File: config.mk
export PLATFORM = sky130hd
export DESIGN_NAME = axi_lite_write_master_flat
export DESIGN_NICKNAME = d
export VERILOG_FILES = /design/src/rtl/axi_lite_pkg.sv /design/src/rtl/axi_lite_write_master_if.sv /design/src/rtl/axi_lite_cmd_fifo.sv /design/src/rtl/axi_lite_write_master.sv /design/src/flat_wrapper.sv
export SDC_FILE = /design/constraint.sdc
export NUM_CORES = 1
export LEC_CHECK = 0
export CAP_MARGIN = 20
export CORE_UTILIZATION = 41
export DETAILED_ROUTE_END_ITERATION = 7
export PLACE_DENSITY = 0.69
export RECOVER_POWER = 50
export SLEW_MARGIN = 20
export SYNTH_ARGS = -nofsm -noshare
export SYNTH_HDL_FRONTEND = slang
export SYNTH_SLANG_ARGS = --single-unit
File: constraint.sdc
create_clock -name ACLK -period 16 [get_ports ACLK]
set_input_delay 3.2 -clock ACLK [delete_from_list [all_inputs] [get_ports ACLK]]
set_output_delay 3.2 -clock ACLK [all_outputs]
set_load 0.02 [all_outputs]
File: src/rtl/axi_lite_pkg.sv
// Shared AXI4-Lite definitions: response codes, write-master FSM encoding and
// the check that tells a successful response from an error.
package axi_lite_pkg;

  localparam logic [1:0] RESP_OKAY   = 2'b00;
  localparam logic [1:0] RESP_EXOKAY = 2'b01;
  localparam logic [1:0] RESP_SLVERR = 2'b10;
  localparam logic [1:0] RESP_DECERR = 2'b11;

  typedef enum logic [1:0] {
    ST_IDLE  = 2'd0,
    ST_ISSUE = 2'd1,
    ST_RESP  = 2'd2
  } state_t;

  // OKAY and EXOKAY both count as success; only the MSB marks an error.
  function automatic logic resp_ok(input logic [1:0] resp);
    return !resp[1];
  endfunction

endpackage

File: src/rtl/axi_lite_write_master_if.sv
// AXI4-Lite write channels (AW, W, B) bundled for the write master and its slave.
interface axi_lite_write_master_if #(
  parameter int unsigned ADDR_W = 32,
  parameter int unsigned DATA_W = 32
);
  localparam int unsigned STRB_W = DATA_W / 8;

  logic              AWVALID;
  logic              AWREADY;
  logic [ADDR_W-1:0] AWADDR;
  logic [2:0]        AWPROT;
  logic              WVALID;
  logic              WREADY;
  logic [DATA_W-1:0] WDATA;
  logic [STRB_W-1:0] WSTRB;
  logic              BVALID;
  logic [1:0]        BRESP;
  logic              BREADY;

  modport master (
    output AWVALID, AWADDR, AWPROT, WVALID, WDATA, WSTRB, BREADY,
    input  AWREADY, WREADY, BVALID, BRESP
  );

  modport slave (
    input  AWVALID, AWADDR, AWPROT, WVALID, WDATA, WSTRB, BREADY,
    output AWREADY, WREADY, BVALID, BRESP
  );

endinterface

File: src/rtl/axi_lite_cmd_fifo.sv
// Synchronous command FIFO with wrap-around pointers (extra MSB distinguishes
// full from empty). Ready and empty flags are registered.
module axi_lite_cmd_fifo #(
  parameter int unsigned W     = 8,
  parameter int unsigned DEPTH = 4
) (
  input  logic         ACLK,
  input  logic         ARESET,
  input  logic         push,
  input  logic [W-1:0] push_data,
  output logic         push_ready,
  input  logic         pop,
  output logic [W-1:0] rd_data_c,
  output logic         empty,
  output logic         empty_nxt_c
);

  localparam int unsigned PW    = $clog2(DEPTH);
  localparam int unsigned PTR_W = PW + 1;

  logic [PTR_W-1:0] wr_ptr_q, rd_ptr_q, wr_ptr_d, rd_ptr_d;
  logic [W-1:0]     mem_q [DEPTH];
  logic             do_push, do_pop, full_nxt;

  // Next pointers and flags; a push when full and a pop when empty are dropped.
  always_comb begin
    do_push     = push & push_ready;
    do_pop      = pop & ~empty;
    wr_ptr_d    = wr_ptr_q + PTR_W'(do_push);
    rd_ptr_d    = rd_ptr_q + PTR_W'(do_pop);
    empty_nxt_c = (wr_ptr_d == rd_ptr_d);
    full_nxt    = (wr_ptr_d[PW] != rd_ptr_d[PW]) &&
                  (wr_ptr_d[PW-1:0] == rd_ptr_d[PW-1:0]);
  end

  always_ff @(posedge ACLK) begin
    if (ARESET) begin
      wr_ptr_q   <= '0;
      rd_ptr_q   <= '0;
      empty      <= 1'b1;
      push_ready <= 1'b1;
    end else begin
      wr_ptr_q   <= wr_ptr_d;
      rd_ptr_q   <= rd_ptr_d;
      empty      <= empty_nxt_c;
      push_ready <= ~full_nxt;
    end
  end

  always_ff @(posedge ACLK) begin
    if (do_push) mem_q[wr_ptr_q[PW-1:0]] <= push_data;
  end

  assign rd_data_c = mem_q[rd_ptr_q[PW-1:0]];

endmodule

File: src/rtl/axi_lite_write_master.sv
// AXI4-Lite write master: queues commands, issues AW and W concurrently,
// retries error responses up to MAX_RETRY times and reports each retirement.
module axi_lite_write_master
  import axi_lite_pkg::*;
#(
  parameter int unsigned ADDR_W    = 32,
  parameter int unsigned DATA_W    = 32,
  parameter int unsigned DEPTH     = 4,
  parameter int unsigned MAX_RETRY = 3,
  localparam int unsigned STRB_W   = DATA_W / 8,
  localparam int unsigned RTRY_W   = (MAX_RETRY > 0) ? $clog2(MAX_RETRY + 1) : 1
) (
  input  logic                 ACLK,
  input  logic                 ARESET,
  axi_lite_write_master_if.master axi,
  input  logic                 cmd_valid,
  output logic                 cmd_ready,
  input  logic [ADDR_W-1:0]    cmd_addr,
  input  logic [DATA_W-1:0]    cmd_data,
  input  logic [STRB_W-1:0]    cmd_strb,
  input  logic [2:0]           cmd_prot,
  output logic                 done_valid,
  output logic [1:0]           done_resp,
  output logic [RTRY_W-1:0]    done_retries,
  output logic                 busy
);

  localparam int unsigned CMD_W = ADDR_W + DATA_W + STRB_W + 3;

  state_t              state_q, state_d;
  logic [CMD_W-1:0]    fifo_rd_c;
  logic                fifo_empty, fifo_empty_nxt_c, pop_c;
  logic                aw_done_q, aw_done_d, w_done_q, w_done_d;
  logic [RTRY_W-1:0]   retry_q, retry_d;
  logic                awvalid_d, wvalid_d, bready_d;
  logic [ADDR_W-1:0]   awaddr_d;
  logic [DATA_W-1:0]   wdata_d;
  logic [STRB_W-1:0]   wstrb_d;
  logic [2:0]          awprot_d;
  logic                done_valid_d, busy_d;
  logic [1:0]          done_resp_d;
  logic [RTRY_W-1:0]   done_retries_d;

  axi_lite_cmd_fifo #(
    .W     (CMD_W),
    .DEPTH (DEPTH)
  ) u_cmd_fifo (
    .ACLK        (ACLK),
    .ARESET      (ARESET),
    .push        (cmd_valid),
    .push_data   ({cmd_addr, cmd_data, cmd_strb, cmd_prot}),
    .push_ready  (cmd_ready),
    .pop         (pop_c),
    .rd_data_c   (fifo_rd_c),
    .empty       (fifo_empty),
    .empty_nxt_c (fifo_empty_nxt_c)
  );

  // Next state and next values of every registered output.
  always_comb begin
    state_d        = state_q;
    pop_c          = 1'b0;
    aw_done_d      = aw_done_q;
    w_done_d       = w_done_q;
    retry_d        = retry_q;
    awvalid_d      = axi.AWVALID;
    wvalid_d       = axi.WVALID;
    bready_d       = axi.BREADY;
    awaddr_d       = axi.AWADDR;
    wdata_d        = axi.WDATA;
    wstrb_d        = axi.WSTRB;
    awprot_d       = axi.AWPROT;
    done_valid_d   = 1'b0;
    done_resp_d    = done_resp;
    done_retries_d = done_retries;

    unique case (state_q)
      ST_IDLE: begin
        if (!fifo_empty) begin
          pop_c = 1'b1;
          {awaddr_d, wdata_d, wstrb_d, awprot_d} = fifo_rd_c;
          awvalid_d = 1'b1;
          wvalid_d  = 1'b1;
          aw_done_d = 1'b0;
          w_done_d  = 1'b0;
          state_d   = ST_ISSUE;
        end
      end
      ST_ISSUE: begin
        if (axi.AWVALID && axi.AWREADY) begin
          awvalid_d = 1'b0;
          aw_done_d = 1'b1;
        end
        if (axi.WVALID && axi.WREADY) begin
          wvalid_d = 1'b0;
          w_done_d = 1'b1;
        end
        if (aw_done_d && w_done_d) begin
          bready_d = 1'b1;
          state_d  = ST_RESP;
        end
      end
      ST_RESP: begin
        if (axi.BVALID) begin
          bready_d = 1'b0;
          if (!resp_ok(axi.BRESP) && (retry_q < RTRY_W'(MAX_RETRY))) begin
            // Re-issue the same registered command.
            retry_d   = retry_q + RTRY_W'(1);
            awvalid_d = 1'b1;
            wvalid_d  = 1'b1;
            aw_done_d = 1'b0;
            w_done_d  = 1'b0;
            state_d   = ST_ISSUE;
          end else begin
            done_valid_d   = 1'b1;
            done_resp_d    = axi.BRESP;
            done_retries_d = retry_q;
            retry_d        = '0;
            state_d        = ST_IDLE;
          end
        end
      end
      default: state_d = ST_IDLE;
    endcase

    busy_d = !fifo_empty_nxt_c || (state_d != ST_IDLE);
  end

  always_ff @(posedge ACLK) begin
    if (ARESET) begin
      state_q      <= ST_IDLE;
      aw_done_q    <= 1'b0;
      w_done_q     <= 1'b0;
      retry_q      <= '0;
      axi.AWVALID  <= 1'b0;
      axi.WVALID   <= 1'b0;
      axi.BREADY   <= 1'b0;
      axi.AWADDR   <= '0;
      axi.WDATA    <= '0;
      axi.WSTRB    <= '0;
      axi.AWPROT   <= '0;
      done_valid   <= 1'b0;
      done_resp    <= '0;
      done_retries <= '0;
      busy         <= 1'b0;
    end else begin
      state_q      <= state_d;
      aw_done_q    <= aw_done_d;
      w_done_q     <= w_done_d;
      retry_q      <= retry_d;
      axi.AWVALID  <= awvalid_d;
      axi.WVALID   <= wvalid_d;
      axi.BREADY   <= bready_d;
      axi.AWADDR   <= awaddr_d;
      axi.WDATA    <= wdata_d;
      axi.WSTRB    <= wstrb_d;
      axi.AWPROT   <= awprot_d;
      done_valid   <= done_valid_d;
      done_resp    <= done_resp_d;
      done_retries <= done_retries_d;
      busy         <= busy_d;
    end
  end

endmodule

File: src/flat_wrapper.sv
// flat-port wrapper written by rule: the top's interface ports become plain ports
module axi_lite_write_master_flat import axi_lite_pkg::*;
#(
  parameter int unsigned ADDR_W    = 32,
  parameter int unsigned DATA_W    = 32,
  parameter int unsigned DEPTH     = 4,
  parameter int unsigned MAX_RETRY = 3,
  localparam int unsigned STRB_W   = DATA_W / 8,
  localparam int unsigned RTRY_W   = (MAX_RETRY > 0) ? $clog2(MAX_RETRY + 1) : 1
)
  (ACLK, ARESET, cmd_valid, cmd_ready, cmd_addr, cmd_data, cmd_strb, cmd_prot, done_valid, done_resp, done_retries, busy, axi_AWVALID, axi_AWADDR, axi_AWPROT, axi_WVALID, axi_WDATA, axi_WSTRB, axi_BREADY, axi_AWREADY, axi_WREADY, axi_BVALID, axi_BRESP);
  axi_lite_write_master_if #(.ADDR_W(ADDR_W), .DATA_W(DATA_W)) axi_i ();
  input  logic ACLK;
  input  logic ARESET;
  input  logic cmd_valid;
  output logic cmd_ready;
  input  logic [ADDR_W-1:0] cmd_addr;
  input  logic [DATA_W-1:0] cmd_data;
  input  logic [STRB_W-1:0] cmd_strb;
  input  logic [2:0] cmd_prot;
  output logic done_valid;
  output logic [1:0] done_resp;
  output logic [RTRY_W-1:0] done_retries;
  output logic busy;
  output wire logic [$bits(axi_i.AWVALID)-1:0] axi_AWVALID;
  output wire logic [$bits(axi_i.AWADDR)-1:0] axi_AWADDR;
  output wire logic [$bits(axi_i.AWPROT)-1:0] axi_AWPROT;
  output wire logic [$bits(axi_i.WVALID)-1:0] axi_WVALID;
  output wire logic [$bits(axi_i.WDATA)-1:0] axi_WDATA;
  output wire logic [$bits(axi_i.WSTRB)-1:0] axi_WSTRB;
  output wire logic [$bits(axi_i.BREADY)-1:0] axi_BREADY;
  input wire logic [$bits(axi_i.AWREADY)-1:0] axi_AWREADY;
  input wire logic [$bits(axi_i.WREADY)-1:0] axi_WREADY;
  input wire logic [$bits(axi_i.BVALID)-1:0] axi_BVALID;
  input wire logic [$bits(axi_i.BRESP)-1:0] axi_BRESP;
  assign axi_AWVALID = axi_i.AWVALID;
  assign axi_AWADDR = axi_i.AWADDR;
  assign axi_AWPROT = axi_i.AWPROT;
  assign axi_WVALID = axi_i.WVALID;
  assign axi_WDATA = axi_i.WDATA;
  assign axi_WSTRB = axi_i.WSTRB;
  assign axi_BREADY = axi_i.BREADY;
  assign axi_i.AWREADY = axi_AWREADY;
  assign axi_i.WREADY = axi_WREADY;
  assign axi_i.BVALID = axi_BVALID;
  assign axi_i.BRESP = axi_BRESP;
  axi_lite_write_master #(.ADDR_W(ADDR_W), .DATA_W(DATA_W), .DEPTH(DEPTH), .MAX_RETRY(MAX_RETRY)) u_core (.ACLK(ACLK), .ARESET(ARESET), .axi(axi_i), .cmd_valid(cmd_valid), .cmd_ready(cmd_ready), .cmd_addr(cmd_addr), .cmd_data(cmd_data), .cmd_strb(cmd_strb), .cmd_prot(cmd_prot), .done_valid(done_valid), .done_resp(done_resp), .done_retries(done_retries), .busy(busy));
endmodule
==> flow_summary_export.csv <==
group,metric,value,unit
clock_network,cts_num_sinks,378,
global_route,antenna_found_initial,10,
critical_path,cp.depth,3,
floorplanning,die_h,186,um
finish,fillers,2720,
logic_synthesis,syn_nets,868,
finish,num-nets-final,1032,
logic_synthesis,syn_inst,784,
logic_synthesis,synth_edf_count,284,
clock_network,cts_buffers,38,
timing,max_freq,144,MHz
power,seqPwrFrac,46.5,%
route,antenna_left,0,
critical_path,critPathTopFamily,"buffers and inverters",
critical_path,worst_ep_arrival_time,7.33,ns
critical_path,cp_num_buf_inv,2,
critical_path,reg2reg_to,"u_core.u_cmd_fifo.push_ready$_SDFF_PP1_",
timing,period_needed,6.93,ns
route,wl_per_cell,18.4,um
power,p_per_area,154,mW/mm^2
clock_network,htree_levels,2,
route,drt-pass1-iter-count,5,
critical_path,worstSetupEndpointType,"flop",
floorplanning,start_util,42.1,%
finish,final_cells,1426,
route,wirelength,26300,um
logic_synthesis,synthTopCellsByArea,"edfxtp_1 (62%), dfxtp_1 (14%), mux4_2 (7.0%)",
global_route,grt.total_usage,15.6,%
route,drc,0,
critical_path,r2r-start,"u_core.state_q[1]$_SDFF_PP0_",
clock_network,cts_resized,0,
global_route,grt_pass1_vias,7394,
flow_run,maxCapViolations,1,
power,power_frac_clock,32.7,%
critical_path,path_max_fanout,90,
clock_network,postCtsSetupRepairBufs,0,
critical_path,cp-startpoint,"ARESET",
critical_path,critical_path_class,"input pin to flop",
clock_network,cts_tree,"built",
route,via_per_inst,5.03,
logic_synthesis,synth_common_cells,"edfxtp_1 (284), nand2_1 (149), dfxtp_1 (94)",
critical_path,startpoint_type,"input pin",
min_path,hp-class,"flop to flop",
logic_synthesis,yosysWarnings,0,
logic_synthesis,synth_area_leader_cell,"edfxtp_1",
critical_path,reg2regPathDepth,7,
logic_synthesis,synth_most_common_cell,"edfxtp_1",
route,drt-initial-drc-count,436,
power,p_leak,0.00557,uW
floorplanning,rows,66,
global_route,grt_pass1_wl,40700,um
critical_path,worstSetupEndpoint,"u_core.aw_done_q$_SDFFE_PP0P_",
logic_synthesis,yosysUniqueCellTypes,36,
finish,layout-drive-gt1-share,12.6,%
clock_network,cts_root_buffer,"clkbuf_16",
logic_synthesis,ys_async_sr_fraction,0,%
placed_design,gp_congestion,0.738,
logic_synthesis,syn-cell-area,0.0138,sq mm
status,violations,"capacitance limit, slew limit",
floorplanning,core,0.0329,sq mm
clock_network,insertion_delay,0.52,ns
logic_synthesis,synth_top_area_share,61.7,%
status,outcome,"complete, but fails checks",
power,comb_power_share,20.8,%
timing,grt_setup_unrepaired,"no",
floorplanning,dieArea,0.0345,sq mm
floorplanning,die_width,186,um
clock_network,postCtsHoldBufs,0,
global_route,grt_max_degree,91,
power,irDropWorstVdd,0.0000819,V
timing,slew_violations,91,
timing,worst_slew_pin_slew,4.33,ns
power,internal-power,1920,uW
timing,skew,0.0186,ns
clock_network,clk_pin_slew,0.06,ns
placed_design,dpl.hpwl,15000,um
critical_path,cp_slowest_cell,"clkbuf_1",
power,power_switching,704,uW
logic_synthesis,synth_seq_cells,378,
global_route,gr-total-overflow,0,
timing,fin_crit_sh,43.3,%
timing,relSlewSlack,-189,%
clock_network,clk_path_buf_depth,3,
floorplanning,pin_count,160,
critical_path,rrSetupSlack,12.50,ns
critical_path,worstPathRequired,16.39,ns
timing,hold_viol,0,
placed_design,portBuffers,159,
finish,area_growth,23.1,%
timing,finalSetupViolCount,0,
power,p_sw_share,26.8,%
route,vias,7177,
timing,worst_hold_slack,0.451,ns
logic_synthesis,seq_area_frac_synth,75.3,%
logic_synthesis,syn_area_per_cell,17.6,sq um
logic_synthesis,synth-main-ff-cell,"edfxtp_1",
placed_design,dp_cells,1350,
timing,fin_setup_tns,0,ns
critical_path,max_stage_delay,2.97,ns
critical_path,path_cells,"clkbuf_1 > inv_1 > o221a_2",
==> layout make-up <==
cell class              count  area (sq um)  area share, %
clock buffers              56          1120           6.58
multi-input cells         359          3120           18.3
inverters                   5          31.3          0.184
diodes                      6          15.0         0.0882
well taps                 442           553           3.25
repair buffers            166          1640           9.62
clock inverters            14           121          0.713
flip-flops and latches    378         10400           61.2
==> cells in the final DEF, fill, tap and decap left out, types with 5 or more instances in the layout <==
master           Yosys  routed
buf_4                0       7
nor2b_1              6       6
a21oi_1             79      79
clkinv_2             0       8
o21ai_0              5       5
clkbuf_1            16      10
dfxtp_1             94      92
dlygate4sd3_1        0      71
mux4_2              43      43
edfxtp_1           284     284
clkdlybuf4s50_1      0      87
mux4_1              28      28
clkbuf_8             0       8
clkbuf_16            0      39
nand2_1            149     149
diode_2              0       6
ha_1                 5       5
==> logic make-up (layout without fill, tap and decap cells) <==
logic type | count (synthesis) | count (layout) | synth area share (%)
XOR/XNOR | 5 | 5 | 0.317
AO/OA/AOI/OAI | 96 | 96 | 3.77
adder cells (fa/ha/maj) | 5 | 5 | 0.452
other | 0 | 6 | 0
multiplexers | 71 | 71 | 12.3
AND/OR/NAND/NOR | 182 | 182 | 5.53
buffers and inverters | 47 | 241 | 2.32
flip-flops | 378 | 378 | 75.3
==> layer usage <==
metal / global-route usage (%) / vias up / routed length [um]
li1: - / 3361 / -
met1: 20.3 / 3572 / 11200
met2: 25.9 / 188 / 12800
met3: 3.83 / 50 / 1670
met4: 4.69 / 6 / 571
met5: 0 / - / 35
==> sequential cells by signal (all words and copies together) (netlist names), 3 cells and up <==
register / flops
u_core.axi.WSTRB: 4
u_core.u_cmd_fifo.wr_ptr_q: 3
u_core.u_cmd_fifo.mem_q: 284
u_core.axi.WDATA: 32
u_core.axi.AWADDR: 32
u_core.u_cmd_fifo.rd_ptr_q: 3
u_core.axi.AWPROT: 3
==> worst reg2reg max path, cell delays in order (launching register included) <==
cell	delay (ns)
dfxtp_1	0.57
or3_4	0.82
clkinv_8	0.52
ha_1	0.40
ha_1	0.20
xnor2_1	0.23
xnor2_1	0.13
or4_1	0.50
==> power groups by stage <==
stage	registers [uW]	clock network, uW	logic, uW
detailed placement	1250	0	562
floorplan	1270	0	351
finish	1220	858	546
global route	1240	919	596
global placement	1240	0	557
CTS	1220	880	563
==> per-stage QoR <==
| step | total power, uW | util (%) | setup slack (ns) | cell area [sq um] |
|---|---|---|---|---|
| after floorplan | 1620 | - | 6.88 | 13800 |
| after global placement | 1800 | 48.0 | 10.61 | 15800 |
| after detailed placement | 1810 | 48.0 | 10.61 | 15800 |
| after CTS | 2670 | 51.7 | 11.12 | 17000 |
| after global routing | 2750 | 51.7 | 8.52 | 17000 |
| final | 2630 | 51.8 | 9.07 | 17000 |
==> worst min path at each step <==
stage                                       start                            endpoint  slack (ns)  depth (start not counted)
2_1_floorplan      u_core.retry_q[1]$_SDFFE_PP0P_      u_core.retry_q[1]$_SDFFE_PP0P_        0.45                          2
3_3_place_gp   u_core.axi.AWADDR[18]$_SDFFE_PP0P_  u_core.axi.AWADDR[18]$_SDFFE_PP0P_        0.44                          2
3_5_place_dp   u_core.axi.AWADDR[18]$_SDFFE_PP0P_  u_core.axi.AWADDR[18]$_SDFFE_PP0P_        0.45                          2
4_1_cts         u_core.axi.WDATA[12]$_SDFFE_PP0P_   u_core.axi.WDATA[12]$_SDFFE_PP0P_        0.46                          2
5_1_grt        u_core.axi.AWADDR[11]$_SDFFE_PP0P_  u_core.axi.AWADDR[11]$_SDFFE_PP0P_        0.47                          2
6_report        u_core.axi.WDATA[12]$_SDFFE_PP0P_   u_core.axi.WDATA[12]$_SDFFE_PP0P_        0.45                          2
Note: power is estimated with default switching activity, not from simulation.
